`src/rtl/booth_r4_multiplier_pkg.sv`:
```
// Shared types and helpers for the radix-4 Booth multiplier: FSM states,
// Booth select codes and the iteration count for a given operand width.
package mult_pkg;

  typedef enum logic [1:0] {
    IDLE = 2'd0,
    RUN  = 2'd1,
    DONE = 2'd2
  } state_t;

  typedef enum logic [2:0] {
    ZERO = 3'd0,
    PM   = 3'd1,
    P2M  = 3'd2,
    M2M  = 3'd3,
    MM   = 3'd4
  } booth_sel_t;

  // Two multiplier bits retire per iteration over the (WIDTH+2)-bit extended Q.
  function automatic int iter_count(input int width);
    return width / 2 + 1;
  endfunction

endpackage

```
`src/rtl/booth_r4_sel.sv`:
```
// Radix-4 Booth recoder: decodes {Qx[1], Qx[0], q_m1} and selects the adder
// operand (0, +M, +2M, -2M, -M); negation is ~x with carry-in 1.
module booth_r4_sel
  import mult_pkg::*;
#(
  parameter int E = 10
) (
  input  logic [2:0]   bits,
  input  logic [E-1:0] m,
  output logic [E-1:0] operand,
  output logic         cin
);

  booth_sel_t sel;

  always_comb begin
    case (bits)
      3'b001, 3'b010: sel = PM;
      3'b011:         sel = P2M;
      3'b100:         sel = M2M;
      3'b101, 3'b110: sel = MM;
      default:        sel = ZERO;
    endcase
  end

  always_comb begin
    operand = '0;
    cin     = 1'b0;
    case (sel)
      PM:  operand = m;
      P2M: operand = {m[E-2:0], 1'b0};
      M2M: begin
        operand = ~{m[E-2:0], 1'b0};
        cin     = 1'b1;
      end
      MM: begin
        operand = ~m;
        cin     = 1'b1;
      end
      default: operand = '0;
    endcase
  end

endmodule

```
`src/rtl/booth_r4_multiplier.sv`:
```
// Sequential radix-4 Booth multiplier with signed/unsigned mode, operand
// latching, synchronous clear and back-to-back restart from DONE.
module booth_r4_multiplier
  import mult_pkg::*;
#(
  parameter int WIDTH = 64
) (
  input  logic                 clk,
  input  logic                 reset_n,
  input  logic                 op_start,
  input  logic                 op_clear,
  input  logic                 signed_mode,
  input  logic [WIDTH-1:0]     multiplicand,
  input  logic [WIDTH-1:0]     multiplier,
  output logic                 op_busy,
  output logic                 op_done,
  output logic [2*WIDTH-1:0]   result
);

  localparam int E     = WIDTH + 2;
  localparam int N     = iter_count(WIDTH);
  localparam int CNT_W = $clog2(N + 1);
  localparam logic [CNT_W-1:0] LAST = CNT_W'(N - 1);

  state_t           state, state_next;
  logic             load;
  logic [E-1:0]     m_ext;
  logic [E-1:0]     a;
  logic [E-1:0]     qx;
  logic             q_m1;
  logic [CNT_W-1:0] cnt;
  logic [E-1:0]     operand;
  logic             cin;
  logic [E-1:0]     sum;
  logic [E-1:0]     a_next;
  logic [E-1:0]     qx_next;

  function automatic logic [E-1:0] extend(input logic [WIDTH-1:0] x, input logic sm);
    return {{2{sm & x[WIDTH-1]}}, x};
  endfunction

  always_ff @(posedge clk or negedge reset_n) begin
    if (!reset_n) state <= IDLE;
    else          state <= state_next;
  end

  // Start is only honoured in IDLE/DONE; clear overrides everything.
  always_comb begin
    state_next = state;
    load       = 1'b0;
    if (op_clear) begin
      state_next = IDLE;
    end else begin
      case (state)
        IDLE, DONE: begin
          if (op_start) begin
            state_next = RUN;
            load       = 1'b1;
          end
        end
        RUN:     if (cnt == LAST) state_next = DONE;
        default: state_next = IDLE;
      endcase
    end
  end

  booth_r4_sel #(.E(E)) u_sel (
    .bits    ({qx[1:0], q_m1}),
    .m       (m_ext),
    .operand (operand),
    .cin     (cin)
  );

  // Single E-bit adder, then arithmetic shift of {A, Qx, q_m1} right by 2.
  assign sum     = a + operand + {{(E-1){1'b0}}, cin};
  assign a_next  = {{2{sum[E-1]}}, sum[E-1:2]};
  assign qx_next = {sum[1:0], qx[E-1:2]};

  always_ff @(posedge clk or negedge reset_n) begin
    if (!reset_n) begin
      m_ext  <= '0;
      a      <= '0;
      qx     <= '0;
      q_m1   <= 1'b0;
      cnt    <= '0;
      result <= '0;
    end else if (op_clear) begin
      m_ext  <= '0;
      a      <= '0;
      qx     <= '0;
      q_m1   <= 1'b0;
      cnt    <= '0;
      result <= '0;
    end else if (load) begin
      m_ext <= extend(multiplicand, signed_mode);
      a     <= '0;
      qx    <= extend(multiplier, signed_mode);
      q_m1  <= 1'b0;
      cnt   <= '0;
    end else if (state == RUN) begin
      a    <= a_next;
      qx   <= qx_next;
      q_m1 <= qx[1];
      cnt  <= cnt + 1'b1;
      if (cnt == LAST) result <= {a_next[WIDTH-3:0], qx_next};
    end
  end

  assign op_busy = (state == RUN);
  assign op_done = (state == DONE);

endmodule

```
`config.mk`:
```
export PLATFORM = sky130hd
export DESIGN_NAME = booth_r4_multiplier
export DESIGN_NICKNAME = d
export VERILOG_FILES = /design/src/rtl/booth_r4_multiplier_pkg.sv /design/src/rtl/booth_r4_sel.sv /design/src/rtl/booth_r4_multiplier.sv
export SDC_FILE = /design/constraint.sdc
export NUM_CORES = 1
export LEC_CHECK = 0
export CAP_MARGIN = 15
export CORE_MARGIN = 4
export CORE_UTILIZATION = 56
export DETAILED_ROUTE_END_ITERATION = 10
export PLACE_DENSITY = 0.8
export SYNTH_ARGS = -nofsm -noshare
export SYNTH_HDL_FRONTEND = slang
export SYNTH_SLANG_ARGS = --single-unit
```
`constraint.sdc`:
```
create_clock -name clk -period 5.37 [get_ports clk]
set_input_delay 1.074 -clock clk [delete_from_list [all_inputs] [get_ports clk]]
set_output_delay 1.074 -clock clk [all_outputs]
set_load 0.05 [all_outputs]
```
==> results of run 1 <==
## cell usage in the layout, fill, tap and decap left out, types with 6 or more instances in the layout
master,count
nand2_1,384
dfrtp_1,331
clkdlybuf4s50_1,260
a21oi_1,156
a22o_1,149
o21ai_0,111
nor2_1,108
xor2_1,90
ha_1,66
a22oi_1,65
a311oi_1,64
clkbuf_16,38
a21o_1,36
xnor2_1,35
inv_1,29
nand3_1,24
buf_4,24
nand4_1,19
nor3_1,18
o21bai_1,13
and3_1,9
a31oi_1,9
o21ai_1,9
and2_1,8
nand2b_1,8
a32o_1,8
clkbuf_1,8
o21a_1,7
mux2i_1,6
## logic make-up after synthesis
kind of cell    count (synthesis)  synth area share
fa+ha+maj                      68            0.0467
compound gates                685             0.265
simple gates                  615             0.139
flops                         332             0.448
buf+inv                       184            0.0381
mux                             6           0.00324
xor+xnor                      126            0.0596
## through the flow
| stage | util | instances |
|---|---|---|
| finish | 0.695 | 2656 |
| detailed placement | 0.656 | 2590 |
| global route | 0.695 | 2656 |
| floorplan | - | 2016 |
| global placement | 0.656 | 2590 |
| CTS | 0.695 | 2656 |
## Yosys cell counts, drive strengths merged, types with 6 or more instances
cell	n	area share
buf	29	0.0067
nand3	24	0.0065
mux2i	6	0.0032
nand4	19	0.0064
or3	6	0.0023
inv	30	0.0061
dfrtp	332	0.45
a22oi	65	0.026
a21oi	160	0.044
a31oi	10	0.0037
xor2	91	0.043
nor3	19	0.0054
a21o	36	0.015
a32o	8	0.0043
xnor2	35	0.017
ha	66	0.045
clkbuf	125	0.025
nor2	113	0.023
nor2b	6	0.0020
o21bai	14	0.0059
and2	10	0.0035
a22o	149	0.070
and3	9	0.0030
a311oi	64	0.030
nand2	384	0.078
o21ai	123	0.034
nand2b	10	0.0034
o21a	7	0.0028
## registers in the layout, summed over array words and instances (netlist names)
name	flops
state	2
m_ext	65
q_m1	1
cnt	6
result	128
a	64
qx	66
## power by group
| part | total [W] | internal [W] | switching, W |
|---|---|---|---|
| registers | 0.00270 | 0.00260 | 0.0000987 |
| logic | 0.00112 | 0.000403 | 0.000717 |
| clock network | 0.00268 | 0.00161 | 0.00107 |
## routing by layer
layer | up-vias | GRT usage
met5 | - | 0
met4 | 4 | 0.0782
met3 | 114 | 0.0794
met2 | 524 | 0.496
met1 | 8062 | 0.381
li1 | 7598 | -
## final timing paths
| check | start | end | slack [ps] | cells past startpoint |
|---|---|---|---|---|
| worst max-delay path | q_m1$_DFFE_PN0P_ | result[120]$_DFFE_PN0P_ | 700 | 13 |
| worst min-delay path | result[91]$_DFFE_PN0P_ | result[91]$_DFFE_PN0P_ | 490 | 2 |
| worst max register to register | q_m1$_DFFE_PN0P_ | result[120]$_DFFE_PN0P_ | 700 | 13 |
| worst min register to register | result[91]$_DFFE_PN0P_ | result[91]$_DFFE_PN0P_ | 490 | 2 |
| max in group asynchronous | reset_n | a[58]$_DFFE_PN0P_ | 3540 | 2 |
| min in group asynchronous | reset_n | a[30]$_DFFE_PN0P_ | 570 | 1 |
## final cells by class
class / instances / share of cell area
multi-input combinational: 1500 / 0.423
sequential: 332 / 0.367
timing repair buffer: 286 / 0.124
clock buffer: 50 / 0.0457
tap: 442 / 0.0244
clock inverter: 16 / 0.0108
inverter: 30 / 0.00497
## critical path, stage by stage (launching register included)
cell and delay [ps]:
dfrtp_1 470, nor2_1 190, nand2_1 520, o21ai_0 590, ha_1 370, nand4_1 160
or2_1 290, or3_1 340, o211ai_2 370, a41oi_2 250, o311ai_4 400, a41oi_2 200
xnor2_1 180, a22o_1 220
==> metrics.md, run 1 <==
| Metric | Value |
|---|---|
| Fmax | 214 MHz |
| Design area | 0.0227 mm^2 |
| Mean Syn Cell Area | 9.19 um^2 |
| Register Area | 0.00831 mm^2 |
| Fraction of registers with async set/reset | 1.00 |
| Starting Density | 0.568 |
| Top Metal Used | met5 |
| H-tree Lvls | 2 |
| GP Congestion | 0.995 |
| DR WL met2 | 26000 um |
| Clock root cell | clkbuf_16 |
| Die Wd | 190 um |
| Proportion of layout cells with a drive suffix above 1 | 0.0551 |
| Place WS | 786 ps |
| Final Skew | 19.8 ps |
| Number of distinct library cells after synthesis | 73 |
| Cell Pwr Density | 287 mW/mm^2 |
| Crit path time final | 4670 ps |
| Routed wire per std cell | 20.3 um |
| HPWL Detailed | 36700 um |
| WP data required | 5800 ps |
| Post-Route WL | 54000 um |
| RSZ-0062 raised after global routing | false |
| Most common flop cell mapped by yosys | dfrtp_1 |
| EDFF count, synth | 0 |
| Worst rel slew slack | 0.296 |
| Clock-pin slew on the worst setup and hold paths | 70 ps |
| Crit start category | flip-flop |
| Crit path DAT | 5100 ps |
| Fillers | 2528 |
| Antenna violations before repair | 2 |
| Latest clock arrival within the worst-skew pair | 540 ps |
| CTS Sinks | 332 |
| TritonCTS Buffers | 37 |
| Outcome | finished, final reports clean |
| IO Pins | 263 |
| GRT overflow | 0 |
| Post-CTS Setup Bufs | 0 |
| Cell Area, Synth | 0.0185 mm^2 |
| Post-Place Cell Area | 0.0214 mm^2 |
| Min-Delay Path Class | flip-flop to flip-flop |
| Sequential fraction of the synthesis area | 0.448 |
| Nets | 2388 |
| Fin worst setup slack | 698 ps |
| Total Routing Usage GR | 0.295 |
| Routed Antenna Nets | 0 |
| Vias in the first global route | 16820 |
| CTS Buffer Depth | 3 |
| Core area | 0.0326 mm^2 |
| Post-synthesis register bit count | 332 |
| CTS tree | done |
| Hold_ws | 489 ps |
| Slew @ Worst Pin | 1060 ps |
| CP endpoint kind | flip-flop |
| Post-route DRC | 0 |
| ANT cells | 0 |
| Die area | 0.0361 mm^2 |
| Multi-input logic area | 0.00959 mm^2 |
| First-pass DRT Iterations | 5 |
| Finish-stage setup viols | 0 |
| Largest net degree at the start of global routing | 130 |
| Fin crit share | 0.870 |
| Synth Warn # | 0 |
| Lkg Pwr | 10.4 nW |
| Global-route wire length before repair | 87700 um |
| Hold bufs inserted after CTS | 0 |
| Vias | 16302 |
| Critical path peak fanout | 29 |
| Port buffer count | 262 |
| Synth-to-Final Area Change | 22.3% |
| Die Ht | 190 um |
| Worst Path Class, Setup | flip-flop to flip-flop |
| Met1 WL | 22300 um |
| DR vias/cell | 6.14 |
| PostCTS Resize Cnt | 0 |
| Hold Vio Cnt, Final | 0 |
| Max Slew Vio Count | 0 |
| DR WL met3 | 4310 um |
| Syn_nets | 2217 |
| Post-Syn Instances | 2016 |
| DRT iter0 DRCs | 1205 |
| Max-cap violations | 0 |
| Fin Setup TNS | 0 ps |
| Peak supply drop | 199 uV |
| Number of cell rows | 66 |
| Total Power | 0.00650 W |
(Power assumes the default switching activity.)
==> run 2, diff against run 1 <==
CORE_UTILIZATION = 65   (was 56)
CTS_CLUSTER_SIZE = 40   (was not set)
DONT_BUFFER_PORTS = 1   (was not set)
PLACE_DENSITY = 0.79   (was 0.8)
==> run 2 against run 1 <==
Net effect: register-to-register slack worse by 80 ps; global-route usage is 1.9 points higher; first-iteration DRC count grew 20%; die area fell by 13%; highest routed layer is now met4; non-clock buffer count down 264; wire length shrank 7.9%; critical path type unchanged; sequential power is essentially flat; total power is 5.9% lower.
==> metrics.md, run 2 (synthesized netlist as in run 1, its figures left out) <==
| Metric | Value |
|---|---|
| Outcome | finished, final reports clean |
| Clock root cell | clkbuf_16 |
| DRT iter0 DRCs | 1447 |
| GRT overflow | 0 |
| HPWL Detailed | 33300 um |
| Port buffer count | 0 |
| Crit-path cells | nor2_1, nand2_1, buf_4, o21ai_0, ha_1, nand4_1, nor2_1, nand3_1, or4_1, inv_1, a41oi_2, o311ai_4, a41oi_2, xnor2_1, a22o_1 |
| Peak supply drop | 277 uV |
| Largest registers | result x128, qx x66, m_ext x65 |
| Clk pwr share | 0.402 |
| Cell Pwr Density | 308 mW/mm^2 |
| Crit start category | flip-flop |
| Die area | 0.0313 mm^2 |
| Crit path time final | 4750 ps |
| CTS Sinks | 332 |
| Proportion of layout cells with a drive suffix above 1 | 0.0631 |
| Number of cell rows | 61 |
| Max Slew Vio Count | 0 |
| Latest clock arrival within the worst-skew pair | 520 ps |
| Grt met1 use | 0.428 |
| WP data required | 5770 ps |
| Hold bufs inserted after CTS | 0 |
| Vias | 15363 |
| Synth-to-Final Area Change | 7.20% |
| Post-route DRC | 0 |
| PostCTS Resize Cnt | 0 |
| Lkg Pwr | 9.36 nW |
| Fmax | 210 MHz |
| Worst Path Class, Setup | flip-flop to flip-flop |
| Final Skew | 11.8 ps |
| Crit path launch | q_m1$_DFFE_PN0P_ |
| Largest net degree at the start of global routing | 333 |
| Clock-pin slew on the worst setup and hold paths | 60 ps |
| Critical path peak fanout | 34 |
| Most frequent cells in the layout | nand2_1 (384), dfrtp_1 (331), a21oi_1 (156), a22o_1 (149), o21ai_0 (111) |
| GP Congestion | 0.967 |
| Finish-stage setup viols | 0 |
| Switching share of power | 0.288 |
| Largest register by flop count | result |
| Die Wd | 177 um |
| Worst rel slew slack | 0.211 |
| Grt peak-use layer | met2 |
| Crit path DAT | 5160 ps |
| Pint | 0.00435 W |
| TritonCTS Buffers | 36 |
| Slowest cell on the critical path | nand2_1 |
| Core area | 0.0279 mm^2 |
| Met2 Track Usage GR | 0.499 |
| CP endpoint kind | flip-flop |
| Fin Setup TNS | 0 ps |
| Min-Delay Path Class | input pin to async pin |
| Die Ht | 177 um |
| Global-route wire length before repair | 81000 um |
| H-tree Lvls | 2 |
| Antenna violations before repair | 0 |
| Register Area | 0.00831 mm^2 |
| Design area | 0.0199 mm^2 |
| Hold_ws | 253 ps |
| Slew @ Worst Pin | 1180 ps |
| Gate power share | 0.156 |
| Hold Vio Cnt, Final | 0 |
| Nets | 2123 |
| First-pass DRT Iterations | 5 |
| Vias in the first global route | 15324 |
| Multi-input logic area | 0.00960 mm^2 |
| Fillers | 2180 |
| Sequential share of power | 0.442 |
| Met3 usage | 0.0778 |
| IO Pins | 263 |
| P_sw | 0.00176 W |
| Fin crit share | 0.885 |
| Critical path's top delay family | simple AND/OR/NAND/NOR gates |
| Finished Core Util | 0.711 |
| Post-CTS Setup Bufs | 0 |
| Starting Density | 0.663 |
| Commonest non-fill, non-tap cell in the layout | nand2_1 |
| CTS Buffer Depth | 3 |
| CP peak stage delay | 740 ps |
| ANT cells | 0 |
| DR vias/cell | 6.60 |
| RSZ-0062 raised after global routing | false |
| Max reg flops | 128 |
| Total Routing Usage GR | 0.314 |
| Routed wire per std cell | 21.4 um |
| Worst reg2reg path startpoint | q_m1$_DFFE_PN0P_ |
| Max-cap violations | 0 |
| Post-Place Cell Area | 0.0187 mm^2 |
| CTS tree | done |
| Post-Route WL | 49800 um |
| Routed Antenna Nets | 0 |
| CP bufs+invs | 2 |
run 2: cell types whose count changed in the layout (fill, tap and decap cells not counted), sizes merged:
cell           before  now
clkbuf             50   49
clkinv              7   12
buf                26   22
clkdlybuf4s50     260    0
bufinv              5    1
inv                32   31
run 2: layer usage:
| metal | part of all wire | wire length, um | up-vias |
|---|---|---|---|
| li1 | - | - | 7076 |
| met3 | 0.082 | 4080 | 116 |
| met5 | 0 | 0 | - |
| met1 | 0.42 | 20800 | 7590 |
| met4 | 0.033 | 1660 | 0 |
| met2 | 0.47 | 23200 | 581 |
run 2: path summary, 6_finish.rpt:
| path | endpoint | slack (ps) | cells past startpoint |
|---|---|---|---|
| worst max-delay path | a[54]$_DFFE_PN0P_ | 620 | 15 |
| max in group asynchronous | a[58]$_DFFE_PN0P_ | 4570 | 0 |
| min in group clk | a[7]$_DFFE_PN0P_ | 490 | 2 |
| worst max register to register | a[54]$_DFFE_PN0P_ | 620 | 15 |
| worst min-delay path | m_ext[26]$_DFFE_PN0P_ | 250 | 0 |
| worst min register to register | a[7]$_DFFE_PN0P_ | 490 | 2 |
run 2: final cells by class:
class,instances,share of cell area
tap,378,0.0238
inverter,30,0.00573
clock inverter,16,0.00699
sequential,332,0.418
multi-input combinational,1500,0.483
clock buffer,49,0.0528
timing repair buffer,22,0.00894
run 2: power groups by stage:
stage	clock network (W)	registers, W	logic [W]
final	0.00246	0.00270	0.000953
after global placement	0	0.00274	0.000916
after global routing	0.00260	0.00272	0.00105
after CTS	0.00249	0.00270	0.000942
after floorplan	0	0.00271	0.000741
after detailed placement	0	0.00274	0.000936
run 2: worst register-to-register path: cells and delay by family (launching register included):
family / cells / cell delay, ps
buffers and inverters: 2 / 580
flip-flops: 1 / 490
AO/OA/AOI/OAI: 5 / 1120
adder cells (fa/ha/maj): 1 / 450
AND/OR/NAND/NOR: 6 / 1840
XOR/XNOR: 1 / 170
run 2: through the flow:
step | worst slack, ps | cells | power (W)
after global placement | 895 | 2262 | 0.00366
after global routing | 323 | 2327 | 0.00637
final | 615 | 2327 | 0.00612
after detailed placement | 739 | 2262 | 0.00368
after CTS | 727 | 2327 | 0.00614
after floorplan | 1260 | 2016 | 0.00345
